<file path="config.mk">
export PLATFORM = sky130hd
export DESIGN_NAME = fetch_prefetch_unit_flat
export DESIGN_NICKNAME = d
export VERILOG_FILES = /design/src/rtl/cpu_defs.sv /design/src/rtl/fetch_prefetch_unit_if.sv /design/src/rtl/fetch_queue.sv /design/src/rtl/fetch_prefetch_unit.sv /design/src/flat_wrapper.sv
export SDC_FILE = /design/constraint.sdc
export NUM_CORES = 1
export LEC_CHECK = 0
export CORE_ASPECT_RATIO = 1.4
export CORE_MARGIN = 8
export CORE_UTILIZATION = 55
export CTS_CLUSTER_SIZE = 16
export DETAILED_ROUTE_END_ITERATION = 6
export GPL_TIMING_DRIVEN = 0
export HOLD_SLACK_MARGIN = 0.1
export PLACE_DENSITY = 0.86
export SETUP_SLACK_MARGIN = 0.05
export SYNTH_ARGS = -nofsm -noshare
export SYNTH_HDL_FRONTEND = slang
export SYNTH_SLANG_ARGS = --single-unit
</file>
<file path="constraint.sdc">
create_clock -name clk -period 7.9 [get_ports clk]
set_clock_uncertainty 0.2 [all_clocks]
set_input_delay 1.185 -clock clk [delete_from_list [all_inputs] [get_ports clk]]
set_output_delay 1.185 -clock clk [all_outputs]
set_load 0.02 [all_outputs]
</file>
<file path="src/rtl/cpu_defs.sv">
// Shared definitions for the fetch stage.
// Contents: default NOP word and reset PC, decode control-bus field indices,
// the fetch-entry record held in the prefetch queue, and a word-align helper.
package cpu_defs;

   localparam logic [31:0] NOP_WORD = 32'h0000_0000;
   localparam logic [31:0] RESET_PC = 32'h0000_0000;

   // Decode -> fetch control bus layout. Bit 32 is reserved and ignored.
   localparam int CTR_W       = 35;
   localparam int CTR_STALL   = 34;
   localparam int CTR_REDIR   = 33;
   localparam int CTR_TGT_MSB = 31;

   // One fetched instruction together with the address it came from.
   typedef struct packed {
      logic [31:0] pc;
      logic [31:0] inst;
   } fetch_entry_t;

   // Instruction addresses are word aligned; low two bits are dropped.
   function automatic logic [31:0] word_align(input logic [31:0] addr);
      return {addr[31:2], 2'b00};
   endfunction

endpackage

</file>
<file path="src/rtl/fetch_prefetch_unit_if.sv">
// Signal bundle between the fetch unit, the instruction memory and decode.
// master: the fetch unit (drives imem_en/imem_addr and the inst* outputs,
//         receives ctrbus, over and imem_rdata).
// slave : the surrounding pipeline/memory (opposite directions).
interface fetch_prefetch_unit_if;
   import cpu_defs::*;

   logic [CTR_W-1:0] ctrbus;      // [34]=stall [33]=redirect [31:0]=target
   logic             over;        // halt request from the memory stage
   logic             imem_en;     // instruction memory read strobe
   logic [31:0]      imem_addr;   // word-aligned read address
   logic [31:0]      imem_rdata;  // read data, one cycle after imem_en
   logic [31:0]      inst;        // instruction presented to decode
   logic             inst_valid;  // inst is a real instruction
   logic [31:0]      inst_pc;     // address of inst, 0 when not valid

   modport master (
      input  ctrbus, over, imem_rdata,
      output imem_en, imem_addr, inst, inst_valid, inst_pc
   );

   modport slave (
      output ctrbus, over, imem_rdata,
      input  imem_en, imem_addr, inst, inst_valid, inst_pc
   );

endinterface

</file>
<file path="src/rtl/fetch_queue.sv">
// Circular FIFO of fetch entries sitting between instruction memory and decode.
// Ports:
//   clk, reset        clock, asynchronous active-low reset
//   flush             discard every entry (wins over push/pop)
//   push, push_entry  write one entry at the tail
//   pop               drop the head entry
//   head              current head entry (meaningless when empty)
//   count             number of stored entries, 0..DEPTH
//   empty             no entries stored
// DEPTH must be a power of two so the pointers wrap without extra logic.
module fetch_queue
   import cpu_defs::*;
#(
   parameter int DEPTH = 2
) (
   input  logic                     clk,
   input  logic                     reset,
   input  logic                     flush,
   input  logic                     push,
   input  fetch_entry_t             push_entry,
   input  logic                     pop,
   output fetch_entry_t             head,
   output logic [$clog2(DEPTH):0]   count,
   output logic                     empty
);

   localparam int AW = $clog2(DEPTH);
   localparam int CW = AW + 1;

   fetch_entry_t   store [DEPTH];
   logic [AW-1:0]  rd_ptr;
   logic [AW-1:0]  wr_ptr;
   logic [CW-1:0]  count_q;
   logic           full;

   // NOTE: non-blocking assignments on every clocked register so all state
   // updates at an edge see the pre-edge values, independent of block order.
   always_ff @(posedge clk or negedge reset) begin
      if (!reset) begin
         rd_ptr  <= '0;
         wr_ptr  <= '0;
         count_q <= '0;
      end else if (flush) begin
         rd_ptr  <= '0;
         wr_ptr  <= '0;
         count_q <= '0;
      end else begin
         if (push) wr_ptr <= wr_ptr + AW'(1);
         if (pop)  rd_ptr <= rd_ptr + AW'(1);
         case ({push, pop})
            2'b10:   count_q <= count_q + CW'(1);
            2'b01:   count_q <= count_q - CW'(1);
            default: count_q <= count_q;
         endcase
      end
   end

   // NOTE: the entry storage has no reset; an entry is only ever read after
   // it was written, so clearing it would buy nothing but reset fan-out.
   always_ff @(posedge clk) begin
      if (push && !flush) store[wr_ptr] <= push_entry;
   end

   assign head  = store[rd_ptr];
   assign count = count_q;
   assign empty = (count_q == '0);
   assign full  = (count_q == CW'(DEPTH));

   // The issue logic reserves a slot for every outstanding read, so a push
   // into a full queue means that reservation is broken.
   overflow_a: assert property (@(posedge clk) disable iff (!reset)
                                !(push && full));

endmodule

</file>
<file path="src/rtl/fetch_prefetch_unit.sv">
// Instruction-fetch stage with a small prefetch queue.
// Owns the PC, issues sequential reads to a synchronous instruction memory,
// buffers returned words and presents the queue head to decode.
// Ports:
//   clk    clock, rising edge
//   reset  asynchronous active-low reset
//   bus    fetch_prefetch_unit_if.master: ctrbus/over from the pipeline,
//          imem_en/imem_addr/imem_rdata to memory, inst/inst_valid/inst_pc
//          to decode
// Parameters: RESET_PC, DEPTH (power of two, >= 2), NOP_WORD.
module fetch_prefetch_unit #(
   parameter logic [31:0] RESET_PC = cpu_defs::RESET_PC,
   parameter int          DEPTH    = 2,
   parameter logic [31:0] NOP_WORD = cpu_defs::NOP_WORD
) (
   input  logic                   clk,
   input  logic                   reset,
   fetch_prefetch_unit_if.master  bus
);
   import cpu_defs::*;

   localparam int CW = $clog2(DEPTH) + 1;

   // Control bus fields
   logic        stall;
   logic        redir;
   logic [31:0] target;
   logic        ctr_unused;

   assign stall      = bus.ctrbus[CTR_STALL];
   assign redir      = bus.ctrbus[CTR_REDIR];
   assign target     = bus.ctrbus[CTR_TGT_MSB:0];
   assign ctr_unused = bus.ctrbus[32];

   // Fetch state
   logic        [31:0] pc;
   logic               epoch;
   logic               halted;
   logic               inflight;
   logic        [31:0] inflight_pc;
   logic               inflight_epoch;

   // Queue side
   fetch_entry_t       q_head;
   fetch_entry_t       ret_entry;
   logic      [CW-1:0] q_count;
   logic               q_empty;

   logic frozen;
   logic redirect_take;
   logic issue;
   logic push;
   logic pop;
   logic head_valid;

   // Halt acts in the same cycle over rises, and stays after it drops.
   assign frozen        = halted | bus.over;
   assign redirect_take = redir & ~frozen;

   // count + inflight counts every word already owed a queue slot, so a new
   // read is only started when its slot is guaranteed. Reset blocks issue
   // combinationally because the strobe must stay low throughout reset.
   assign issue = reset & ~frozen & ~redir
                & ((q_count + CW'(inflight)) < CW'(DEPTH));

   // A return is kept only if no redirect happened since it was issued and
   // nothing is flushing or freezing the queue this cycle.
   assign push = inflight & (inflight_epoch == epoch) & ~frozen & ~redirect_take;

   assign head_valid = ~q_empty & ~frozen;
   assign pop        = head_valid & ~stall & ~redir;

   assign ret_entry = '{pc: inflight_pc, inst: bus.imem_rdata};

   always_ff @(posedge clk or negedge reset) begin
      if (!reset) begin
         pc             <= RESET_PC;
         epoch          <= 1'b0;
         halted         <= 1'b0;
         inflight       <= 1'b0;
         inflight_pc    <= '0;
         inflight_epoch <= 1'b0;
      end else begin
         if (bus.over) halted <= 1'b1;

         if (redirect_take) begin
            pc    <= word_align(target);
            epoch <= ~epoch;
         end else if (issue) begin
            pc    <= pc + 32'd4;
         end

         inflight <= issue;
         if (issue) begin
            inflight_pc    <= pc;
            inflight_epoch <= epoch;
         end
      end
   end

   fetch_queue #(.DEPTH(DEPTH)) u_queue (
      .clk        (clk),
      .reset      (reset),
      .flush      (redirect_take),
      .push       (push),
      .push_entry (ret_entry),
      .pop        (pop),
      .head       (q_head),
      .count      (q_count),
      .empty      (q_empty)
   );

   assign bus.imem_en    = issue;
   assign bus.imem_addr  = pc;
   assign bus.inst_valid = head_valid;
   assign bus.inst       = head_valid ? q_head.inst : NOP_WORD;
   assign bus.inst_pc    = head_valid ? q_head.pc   : 32'h0000_0000;

endmodule

</file>
<file path="src/flat_wrapper.sv">
// flat-port wrapper written by rule: the top's interface ports become plain ports
module fetch_prefetch_unit_flat import cpu_defs::*;
#(
   parameter logic [31:0] RESET_PC = cpu_defs::RESET_PC,
   parameter int          DEPTH    = 2,
   parameter logic [31:0] NOP_WORD = cpu_defs::NOP_WORD
)
  (clk, reset, bus_ctrbus, bus_over, bus_imem_rdata, bus_imem_en, bus_imem_addr, bus_inst, bus_inst_valid, bus_inst_pc);
  fetch_prefetch_unit_if bus_i ();
  input  logic clk;
  input  logic reset;
  input wire logic [$bits(bus_i.ctrbus)-1:0] bus_ctrbus;
  input wire logic [$bits(bus_i.over)-1:0] bus_over;
  input wire logic [$bits(bus_i.imem_rdata)-1:0] bus_imem_rdata;
  output wire logic [$bits(bus_i.imem_en)-1:0] bus_imem_en;
  output wire logic [$bits(bus_i.imem_addr)-1:0] bus_imem_addr;
  output wire logic [$bits(bus_i.inst)-1:0] bus_inst;
  output wire logic [$bits(bus_i.inst_valid)-1:0] bus_inst_valid;
  output wire logic [$bits(bus_i.inst_pc)-1:0] bus_inst_pc;
  assign bus_i.ctrbus = bus_ctrbus;
  assign bus_i.over = bus_over;
  assign bus_i.imem_rdata = bus_imem_rdata;
  assign bus_imem_en = bus_i.imem_en;
  assign bus_imem_addr = bus_i.imem_addr;
  assign bus_inst = bus_i.inst;
  assign bus_inst_valid = bus_i.inst_valid;
  assign bus_inst_pc = bus_i.inst_pc;
  fetch_prefetch_unit #(.RESET_PC(RESET_PC), .DEPTH(DEPTH), .NOP_WORD(NOP_WORD)) u_core (.clk(clk), .reset(reset), .bus(bus_i));
endmodule
</file>
# ---- Yosys cells after proc, flatten, opt, wreduce, memory -nomap -nowiden
# Memory sizes are Yosys's and may differ from the RTL's.
# Index checks and enable logic that the tools add are counted.
# Widths: inputs -> output; s select.
dict set report totals {
  regBits 72
  mem_bits_rw 128
  input_bits 70
  output_inout_bits 98
  word_cells 56
  n_memories 1
}
# memory words word_bits read_ports rd_ports_with_merged_regs wr line
set memory_table {}
lappend memory_table {u_core.u_queue.store 2 64 1 0 1 fetch_queue.sv:30} ;# fetch_entry_t store [DEPTH];
dict set report classes {
  addsub 6
  order_cmp 1
  n_eq_ne 3
  mux 12
  bitwise_logic 17
  reduce_logical 7
}
# op count
set op_table {}
lappend op_table {{$mux 32} 4}
lappend op_table {{$add 32x3->32 const B} 1}
lappend op_table {{$and 1x1->1} 10}
lappend op_table {{$mux 1} 6}
lappend op_table {{$not 1->1} 6}
lappend op_table {{$reduce_bool 2->1} 3}
lappend op_table {{$pmux 2 s2} 1}
lappend op_table {{$reduce_bool 3->1} 1}
lappend op_table {{$add 1x1->1 const B} 2}
lappend op_table {{$add 2x1->2} 1}
lappend op_table {{$add 2x1->2 const B} 1}
lappend op_table {{$eq 2x1->1 const B} 1}
lappend op_table {{$eq 2x2->1 const B} 1}
lappend op_table {{$logic_not 2->1} 1}
lappend op_table {{$lt 2x2->1 const B} 1}
lappend op_table {{$mux 2} 1}
lappend op_table {{$sub 2x1->2 const B} 1}
lappend op_table {{$eq 1x1->1} 1}
lappend op_table {{$logic_and 1x1->1} 1}
lappend op_table {{$logic_not 1->1} 1}
lappend op_table {{$or 1x1->1} 1}

# ---- Depth between registers and ports, before layout
# Gate-level depths: netlist (run 1).
dict set report depth {
  depth_word 8
  depth_mapped 7
  mapped_depth_nobuf 7
}

# ---- By module
# Synthesis (run 1) repeated with hierarchy kept, for this count alone.
dict set report unflattened {
  cells_unflattened 642
  area_unflattened_um2 8526.9
}
# module instances cells_each area_each_um2 seq_area_each_um2
set modules_own_cells {}
lappend modules_own_cells {fetch_queue 1 218 5029.8 3943.8}
lappend modules_own_cells {fetch_prefetch_unit 1 424 3497.1 1601.5}

# ---- Worst setup path before layout (run 1)
# No wires, ideal clock.
dict set report synth_path {
  kind {input to register}
  from {input bus_over}
  to {memory u_core.u_queue.store[0][0] (netlist name) (enable)}
  setup_time_ps 482
  arrival_ps 4449
  slack_ps 2769
  cell_stages 4
  path_cell_list {nor2_1 -> inv_1 -> or3_1 -> nor2_1}
}
dict set report synth_between {
  elab_chain_len 8
  word_cells_on_any_way 10
  classes_between {mux (2); bitwise (6); reduce/logical (2)}
}
# element line
set synth_rtl {}
lappend synth_rtl {{start: declaration} flat_wrapper.sv:13} ;# input wire logic [$bits(bus_i.over)-1:0] bus_over;
lappend synth_rtl {{$or 1x1->1 (*)} fetch_prefetch_unit.sv:57} ;# assign frozen = halted | bus.over;
lappend synth_rtl {{$not 1->1 (*)} {fetch_prefetch_unit.sv:58, fetch_prefetch_unit.sv:68}}
lappend synth_rtl {{$and 1x1->1} fetch_prefetch_unit.sv:58} ;# assign redirect_take = redir & ~frozen;
lappend synth_rtl {{$not 1->1} fetch_prefetch_unit.sv:68} ;# assign push = inflight & (inflight_epoch == epoch) & ~frozen & ~redirect_take;
lappend synth_rtl {{$and 1x1->1} fetch_prefetch_unit.sv:68}
lappend synth_rtl {{$logic_and 1x1->1 (*)} fetch_queue.sv:61} ;# if (push && !flush) store[wr_ptr] <= push_entry;
lappend synth_rtl {{$mux 1 (*)} fetch_queue.sv:61}
lappend synth_rtl {{$mux 1 (not written as such) (*)} fetch_queue.sv:61}
lappend synth_rtl {{end: declaration} fetch_queue.sv:30}
# Every way passes the cells marked *; elsewhere a longest branch is shown, timed or not.

# ---- Final worst setup path (run 1)
dict set report layout_path {
  from {input reset}
  to {output bus_imem_en}
}
dict set report layout_between {
  elab_chain_len 3
}
# element line
set layout_rtl {}
lappend layout_rtl {{start: declaration} flat_wrapper.sv:11} ;# input logic reset;
lappend layout_rtl {{$and 1x1->1 (2 in a row)} fetch_prefetch_unit.sv:63} ;# assign issue = reset & ~frozen & ~redir
lappend layout_rtl {{$and 1x1->1} fetch_prefetch_unit.sv:64} ;# & ((q_count + CW'(inflight)) < CW'(DEPTH));
lappend layout_rtl {{end: declaration} flat_wrapper.sv:15} ;# output wire logic [$bits(bus_i.imem_en)-1:0] bus_imem_en;
# Every way passes these cells.

==> out/qor.txt, run 1 <==
area enclosed by the die boundary = 18600 µm²
overall routing resource usage = 21.05%
hold-fix buffers at CTS = 0
RSZ-0062 raised after global routing = no
Hold Path End = u_core.u_queue.store[1][59]$_DFFE_PP_
via count of the first global-routing pass = 5849
1st-iter DRT viols = 395
Post-route DRC = 0
register-to-register path setup slack = 5080 ps
number of flops mapped to enable cells by yosys = 124
wire length of the first global-routing pass = 30580 µm
cell-by-cell trace of the critical path = buf_4 -> nor4b_1 -> o21ai_1 -> inv_2 -> buf_2 -> buf_1 -> clkdlybuf4s50_1
max incr delay on CP = 720 ps
y dimension of the die = 158.2 µm
Overflow after GRT = 0
final count of hold timing violations = 0
area share of the largest cell type after synthesis = 46.86%
path type of the worst min-delay path = reg -> reg
R2R cell count = 5
post-synthesis average cell area = 12.55 µm²
number of different library cells in the post-synthesis netlist = 49
maximum number of buffers from clock root to sink = 2
final WL = 19640 µm
outcome = finished clean
Post-Synthesis Cell Area = 7946 µm²
Min Hold Slack = 274.6 ps
total power density per cell area = 194.9 nW/µm²
final net count = 891
worst reg2reg path startpoint = u_core.u_queue.count[0]$_DFFE_PN0P_
number of port buffers = 160
First-pass DRT Iterations = 5
worst reg2reg endpoint = u_core.u_queue.count[1]$_DFFE_PN0P_
final antenna diode count = 0
top area cells in the synthesized netlist = sky130_fd_sc_hd__edfxtp_1, sky130_fd_sc_hd__dfrtp_1, sky130_fd_sc_hd__mux2i_1
number of synthesis warnings = 0
cell type contributing the most total cell area after synthesis = sky130_fd_sc_hd__edfxtp_1
number of buffers created by CTS = 17
synthesized flop and latch total = 192
number of slew-limit violations in the final report = 0
tightest slew margin relative to the limit = 22.22%
TritonCTS sink count = 192
fraction of final layout cells with drive strength greater than 1 = 7.091%
f_max = 186.8 MHz
root buffer cell = sky130_fd_sc_hd__clkbuf_16
CP startpoint kind = input pin
clock tree from TritonCTS = done
P_leak = 3.800 nW
area overhead of the layout relative to synthesis = 31.57%
DIE WIDTH = 117.6 µm
Crit Path Max Fanout = 69
number of cells upsized or downsized after cts = 0
number of antenna violations at the first check in global routing = 0
min Tclk post-route = 5353 ps
count of antenna-violating nets left after detailed routing = 0
I/O Pins = 168
CTS H-Tree Depth = 4
Cell Rows = 52
IR Drop Worst-Case VDD = 148.5 µV
starting utilization of the core area = 55.52%
maxcap violations = 0
cell count after synthesis = 633
ys async rst share = 35.42%
kind of cell with the highest combined delay on the critical path = buffers and inverters
Final GP Congestion = 0.9167
Routed wire per std cell = 19.24 µm
required time of the critical path = 6510 ps
slew at the pin closest to its max-slew limit = 1159 ps
hpwl dp = 14370 µm
via count = 5546
Clk Latency, worst-skew pair = 420 ps
critical path class = in -> out
floorplan core area = 14310 µm²
pin count of the biggest net entering global routing = 70
Reg clk slew, reported paths = 60 ps
critical path depth in cells = 7
fraction of the cycle the final worst path needs = 67.76%
setup total negative slack = 0 ps
number of buffers added for setup after CTS = 0
WP data arrival = 3970 ps
Hold Crit Start = u_core.inflight_pc[27]$_DFFE_PN0P_
critical path endpoint category = output port
Setup Viol. Count Final = 0
WP buf/inv = 5
Main synth FF type = sky130_fd_sc_hd__edfxtp_1
Max stage delay cell, worst path = sky130_fd_sc_hd__clkdlybuf4s50_1
detail-routed via count per cell = 5.432
Cells on Worst Hold Path = 0
sequential share of the synthesized area = 68.27%
==> metal layers <==
metal  vias to the layer above  part of all wire [%]  global-route usage (%)
met5                         -                     0                       0
met3                        47                   5.7                   4.711
met1                      2646                    39                   23.25
li1                       2625                     -                       -
met4                         0                   3.8                   9.670
met2                       228                    52                   38.10
==> layout make-up <==
cell class	instances	area, µm²
plain buffers	34	151.4
clock buffers	20	436.7
clock inverters	12	100.1
fillers	991	3859
inverters	6	22.52
multi-input cells	404	2374
flip-flops and latches	192	5425
well taps	189	236.5
repair buffers	164	1709
==> cells by family after synthesis <==
group	after synthesis	share of synthesized area [%]
other cells	1	0.04719
flops	192	68.27
compound gates	53	4.299
mux	65	8.188
simple gates	264	14.93
fa+ha+maj	2	0.3149
xor+xnor	16	1.763
buf+inv	40	2.189
==> Yosys cell counts, types with 2 or more instances <==
library cell and n:
sky130_fd_sc_hd__a211oi_1 2, sky130_fd_sc_hd__a21oi_1 7, sky130_fd_sc_hd__xnor2_1 10, sky130_fd_sc_hd__inv_1 5, sky130_fd_sc_hd__dfrtp_1 68, sky130_fd_sc_hd__nor4_1 3, sky130_fd_sc_hd__ha_1 2, sky130_fd_sc_hd__clkbuf_1 12
sky130_fd_sc_hd__nor3_1 9, sky130_fd_sc_hd__nand3_1 13, sky130_fd_sc_hd__and4_1 2, sky130_fd_sc_hd__nor4_2 3, sky130_fd_sc_hd__mux2i_1 65, sky130_fd_sc_hd__o21ai_1 7, sky130_fd_sc_hd__buf_4 4, sky130_fd_sc_hd__nand2_1 125
sky130_fd_sc_hd__nor2_1 77, sky130_fd_sc_hd__and2_1 3, sky130_fd_sc_hd__edfxtp_1 124, sky130_fd_sc_hd__a221o_1 5, sky130_fd_sc_hd__a31oi_1 2, sky130_fd_sc_hd__xor2_1 6, sky130_fd_sc_hd__buf_2 7, sky130_fd_sc_hd__or4_1 2
sky130_fd_sc_hd__o21ai_0 16, sky130_fd_sc_hd__and3_1 2, sky130_fd_sc_hd__o22ai_1 2, sky130_fd_sc_hd__nand4_1 11, sky130_fd_sc_hd__buf_1 11, sky130_fd_sc_hd__nand2b_1 2, sky130_fd_sc_hd__o32ai_1 2, sky130_fd_sc_hd__o211ai_1 4
sky130_fd_sc_hd__or3_1 4
==> stage by stage <==
stage                     power [mW]  std cells  util [%]  worst slack, ps  cell area, µm²
final                          2.038       1021     73.04             2547           10460
after detailed placement       1.275        989     69.29             2530            9918
after global routing           2.098       1021     73.04             2306           10460
after global placement         1.272        985     68.44            531.0            9796
after floorplan                1.185        636         -             2769            7958
after CTS                      2.044       1021     73.04             2509           10460
==> worst max-delay path by stage <==
stage	start	endpoint	slack (ps)
global route	reset	bus_imem_en	2310
finish	reset	bus_imem_en	2550
detailed placement	reset	bus_imem_en	2530
global placement	reset	bus_imem_en	530
floorplan	bus_over	u_core.u_queue.store[0][0]$_DFFE_PP_	2770
CTS	reset	bus_imem_en	2510
==> flip-flops by register name, indices dropped and copies added (netlist names) <==
signal                 flops
u_core.u_queue.count       2
u_core.u_queue.wr_ptr      1
u_core.halted              1
u_core.inflight            1
u_core.epoch               1
u_core.bus.imem_addr      30
u_core.u_queue.rd_ptr      1
u_core.inflight_pc        30
u_core.inflight_epoch      1
u_core.u_queue.store     124
==> placed cells by master, fill, tap and decap left out, types with 4 or more instances in the layout <==
cell type and instances:
sky130_fd_sc_hd__o211ai_1 4, sky130_fd_sc_hd__inv_1 5, sky130_fd_sc_hd__buf_2 7, sky130_fd_sc_hd__a21oi_1 7, sky130_fd_sc_hd__or3_1 4, sky130_fd_sc_hd__dfrtp_1 68
sky130_fd_sc_hd__xnor2_1 10, sky130_fd_sc_hd__clkbuf_1 15, sky130_fd_sc_hd__nand2_1 125, sky130_fd_sc_hd__conb_1 4, sky130_fd_sc_hd__mux2i_1 65, sky130_fd_sc_hd__nor2_1 75
sky130_fd_sc_hd__inv_6 6, sky130_fd_sc_hd__edfxtp_1 124, sky130_fd_sc_hd__nor3_1 9, sky130_fd_sc_hd__buf_4 5, sky130_fd_sc_hd__o21ai_0 16, sky130_fd_sc_hd__buf_16 4
sky130_fd_sc_hd__o21ai_1 7, sky130_fd_sc_hd__xor2_1 6, sky130_fd_sc_hd__clkbuf_16 17, sky130_fd_sc_hd__clkdlybuf4s50_1 159, sky130_fd_sc_hd__a221o_1 5, sky130_fd_sc_hd__nand3_1 13
sky130_fd_sc_hd__nand4_1 11, sky130_fd_sc_hd__buf_1 11
==> power by group <==
| part | internal [mW] | total (mW) | switching, mW | leakage, nW |
|---|---|---|---|---|
| sequential | 1.09 | 1.12 | 0.0308 | 2.06 |
| combinational | 0.0743 | 0.138 | 0.0639 | 1.48 |
| clock | 0.411 | 0.782 | 0.371 | 0.255 |
| total | 1.57 | 2.04 | 0.466 | 3.80 |
No activity file was read; power rests on OpenSTA's default activity.
==> run 2: changes to the inputs <==
--- a/config.mk
+++ b/config.mk
@@ -7,12 +7,12 @@
 export LEC_CHECK = 0
 export CORE_ASPECT_RATIO = 1.4
 export CORE_MARGIN = 8
-export CORE_UTILIZATION = 55
+export CORE_UTILIZATION = 51
 export CTS_CLUSTER_SIZE = 16
 export DETAILED_ROUTE_END_ITERATION = 6
 export GPL_TIMING_DRIVEN = 0
 export HOLD_SLACK_MARGIN = 0.1
-export PLACE_DENSITY = 0.86
+export PLACE_DENSITY = 0.81
 export SETUP_SLACK_MARGIN = 0.05
 export SYNTH_ARGS = -nofsm -noshare
 export SYNTH_HDL_FRONTEND = slang
==> constraint.sdc (replaced) <==
create_clock -name clk -period 5.35 [get_ports clk]
set_clock_uncertainty 0.2 [all_clocks]
set_input_delay 0.8025 -clock clk [delete_from_list [all_inputs] [get_ports clk]]
set_output_delay 0.8025 -clock clk [all_outputs]
set_load 0.02 [all_outputs]
==> run 2 against run 1 <==
  * Global-route usage down 1.5 points
  * Non-clock buffer count down 2
  * Die area up 6.9%
  * Critical path depth unchanged
  * Sequential share of layout area up 0.29 points
  * Cell area down 0.56%
  * Critical path type unchanged
  * Critical endpoint unchanged
  * Highest routed layer unchanged
==> out/qor.txt, run 2 (synthesis gave the netlist of run 1 again) <==
number of port buffers = 160 (unchanged)
outcome = finished clean
number of cells upsized or downsized after cts = 0 (unchanged)
most frequent standard cell in the layout excluding fill and tap cells = sky130_fd_sc_hd__clkdlybuf4s50_1
worst reg2reg endpoint = u_core.u_queue.store[1][18]$_DFFE_PP_
fin area = 10400 µm² (-0.56%)
launch point of the critical path = reset
total power density per cell area = 289.7 nW/µm² (+49%)
starting utilization of the core area = 51.58% (-3.9 points)
CP startpoint kind = input pin
root buffer cell = sky130_fd_sc_hd__clkbuf_16
via count of the first global-routing pass = 5849 (unchanged)
pin count of the biggest net entering global routing = 70 (unchanged)
f_max = 218.8 MHz
final net count = 889 (-0.22%)
WP data arrival = 3570 ps (-400 ps)
maxcap violations = 0 (unchanged)
final WL = 19170 µm (-2.4%)
required time of the critical path = 4350 ps (-2160 ps)
kind of cell with the highest combined delay on the critical path = buffers and inverters
register-to-register path setup slack = 2440 ps (-2640 ps)
CP Capture Point = bus_imem_en
Post-route DRC = 0 (unchanged)
detail-routed via count per cell = 5.429 (about the same)
number of buffers added for setup after CTS = 0 (unchanged)
number of antenna violations at the first check in global routing = 0 (unchanged)
cell-by-cell trace of the critical path = buf_4 -> nor4b_1 -> o21ai_1 -> inv_2 -> buf_2 -> buf_1 -> clkdlybuf4s50_1
number of cells in the finished layout apart from fillers = 1026 (+0.49%)
critical path depth in cells = 7 (unchanged)
Reg clk slew, reported paths = 70 ps (about the same)
area enclosed by the die boundary = 19890 µm² (+6.9%)
critical path endpoint category = output port
via count = 5570 (+0.43%)
share of the core filled with cells in the final layout = 67.49% (-5.6 points)
maximum number of buffers from clock root to sink = 2 (unchanged)
critical path class = in -> out
Overflow after GRT = 0 (unchanged)
area overhead of the layout relative to synthesis = 30.83%
RSZ-0062 raised after global routing = no
hold-fix buffers at CTS = 0 (unchanged)
tightest slew margin relative to the limit = 28.24% (+6.0 points)
I/O Pins = 168 (unchanged)
number of slew-limit violations in the final report = 0 (unchanged)
Max stage delay cell, worst path = sky130_fd_sc_hd__clkdlybuf4s50_1
Crit Path Max Fanout = 69 (unchanged)
Min Hold Slack = 272.5 ps (-2.102 ps)
count of antenna-violating nets left after detailed routing = 0 (unchanged)
wire length of the first global-routing pass = 30170 µm (-1.4%)
max reg flops = 124 (unchanged)
Final GP Congestion = 0.8628 (-5.9%)
clock tree from TritonCTS = done
leading cell types in the layout, fill and taps excluded = sky130_fd_sc_hd__clkdlybuf4s50_1, sky130_fd_sc_hd__nand2_1, sky130_fd_sc_hd__edfxtp_1
register with the highest flop count = u_core.u_queue.store
worst reg2reg path startpoint = u_core.halted$_DFFE_PN0P_
WP buf/inv = 5 (unchanged)
First-pass DRT Iterations = 5 (unchanged)
Setup Viol. Count Final = 0 (unchanged)
Hold Crit Start = u_core.inflight_pc[7]$_DFFE_PN0P_
floorplan core area = 15400 µm² (+7.6%)
TritonCTS sink count = 192 (unchanged)
DIE WIDTH = 121.5 µm (+3.3%)
1st-iter DRT viols = 390 (-1.3%)
slew at the pin closest to its max-slew limit = 1069 ps (-89.83 ps)
Routed wire per std cell = 18.68 µm (-2.9%)
Cells on Worst Hold Path = 0 (unchanged)
final count of hold timing violations = 0 (unchanged)
IR Drop Worst-Case VDD = 173.5 µV (+17%)
Clk Latency, worst-skew pair = 420 ps (about the same)
max incr delay on CP = 720 ps (about the same)
path type of the worst min-delay path = reg -> reg
R2R cell count = 5 (unchanged)
hpwl dp = 13930 µm (-3.1%)
number of placed instances, taps included = 994 (+0.51%)
P_leak = 3.772 nW (-0.74%)
setup total negative slack = 0 ps (unchanged)
Post-Place Cell Area = 9857 µm² (-0.62%)
Cell Rows = 54 (+3.8%)
min Tclk post-route = 4571 ps
y dimension of the die = 163.7 µm (+3.5%)
fraction of final layout cells with drive strength greater than 1 = 6.867% (-0.22 points)
number of buffers created by CTS = 17 (unchanged)
final antenna diode count = 0 (unchanged)
fraction of the cycle the final worst path needs = 85.44%
CTS H-Tree Depth = 4 (unchanged)
overall routing resource usage = 19.55% (-1.5 points)
[run 2: layout make-up]
| class | count | area, µm² |
|---|---|---|
| clock inverters | 12 | 102.6 |
| clock buffers | 20 | 436.7 |
| inverters | 6 | 22.52 |
| well taps | 196 | 245.2 |
| fillers | 1144 | 5009 |
| repair buffers | 162 | 1639 |
| multi-input cells | 404 | 2374 |
| plain buffers | 34 | 151.4 |
| flip-flops and latches | 192 | 5425 |
[run 2: worst reg2reg max path, delay by kind of cell (launching register included)]
family,cells,cell delay [ps]
simple gates,3,1470
buf+inv,2,480
flops,1,420
[run 2: report_power, final]
| part | internal, mW | leakage (nW) | switching (mW) |
|---|---|---|---|
| combinational | 0.110 | 1.45 | 0.0932 |
| sequential | 1.60 | 2.06 | 0.0471 |
| clock | 0.608 | 0.256 | 0.549 |
| total | 2.32 | 3.77 | 0.689 |
[run 2: routing by layer]
| metal | share of wire (%) | global-route usage, % | up-vias | wire length (µm) |
|---|---|---|---|---|
| met2 | 53 | 35.66 | 216 | 10250 |
| met1 | 37 | 20.72 | 2682 | 7134 |
| li1 | - | - | 2626 | - |
| met4 | 3.5 | 9.398 | 0 | 663 |
| met3 | 5.8 | 4.472 | 46 | 1114 |
| met5 | 0 | 0 | - | 0 |
[run 2: per-stage QoR]
stage               total power, mW  setup slack, ps
floorplan                     1.750            601.4
global placement              1.878            -1182
detailed placement            1.884            765.2
CTS                           3.026            765.8
global route                  3.095            541.4
finish                        3.012            778.9
[run 2: worst min-delay path by stage]
stage	to	slack, ps
2_1_floorplan	u_core.u_queue.store[0][34]$_DFFE_PP_	240
3_3_place_gp	u_core.u_queue.store[0][55]$_DFFE_PP_	250
3_5_place_dp	u_core.u_queue.store[0][53]$_DFFE_PP_	260
4_1_cts	u_core.u_queue.store[1][39]$_DFFE_PP_	280
5_1_grt	u_core.u_queue.store[0][39]$_DFFE_PP_	290
6_report	u_core.u_queue.store[1][39]$_DFFE_PP_	270
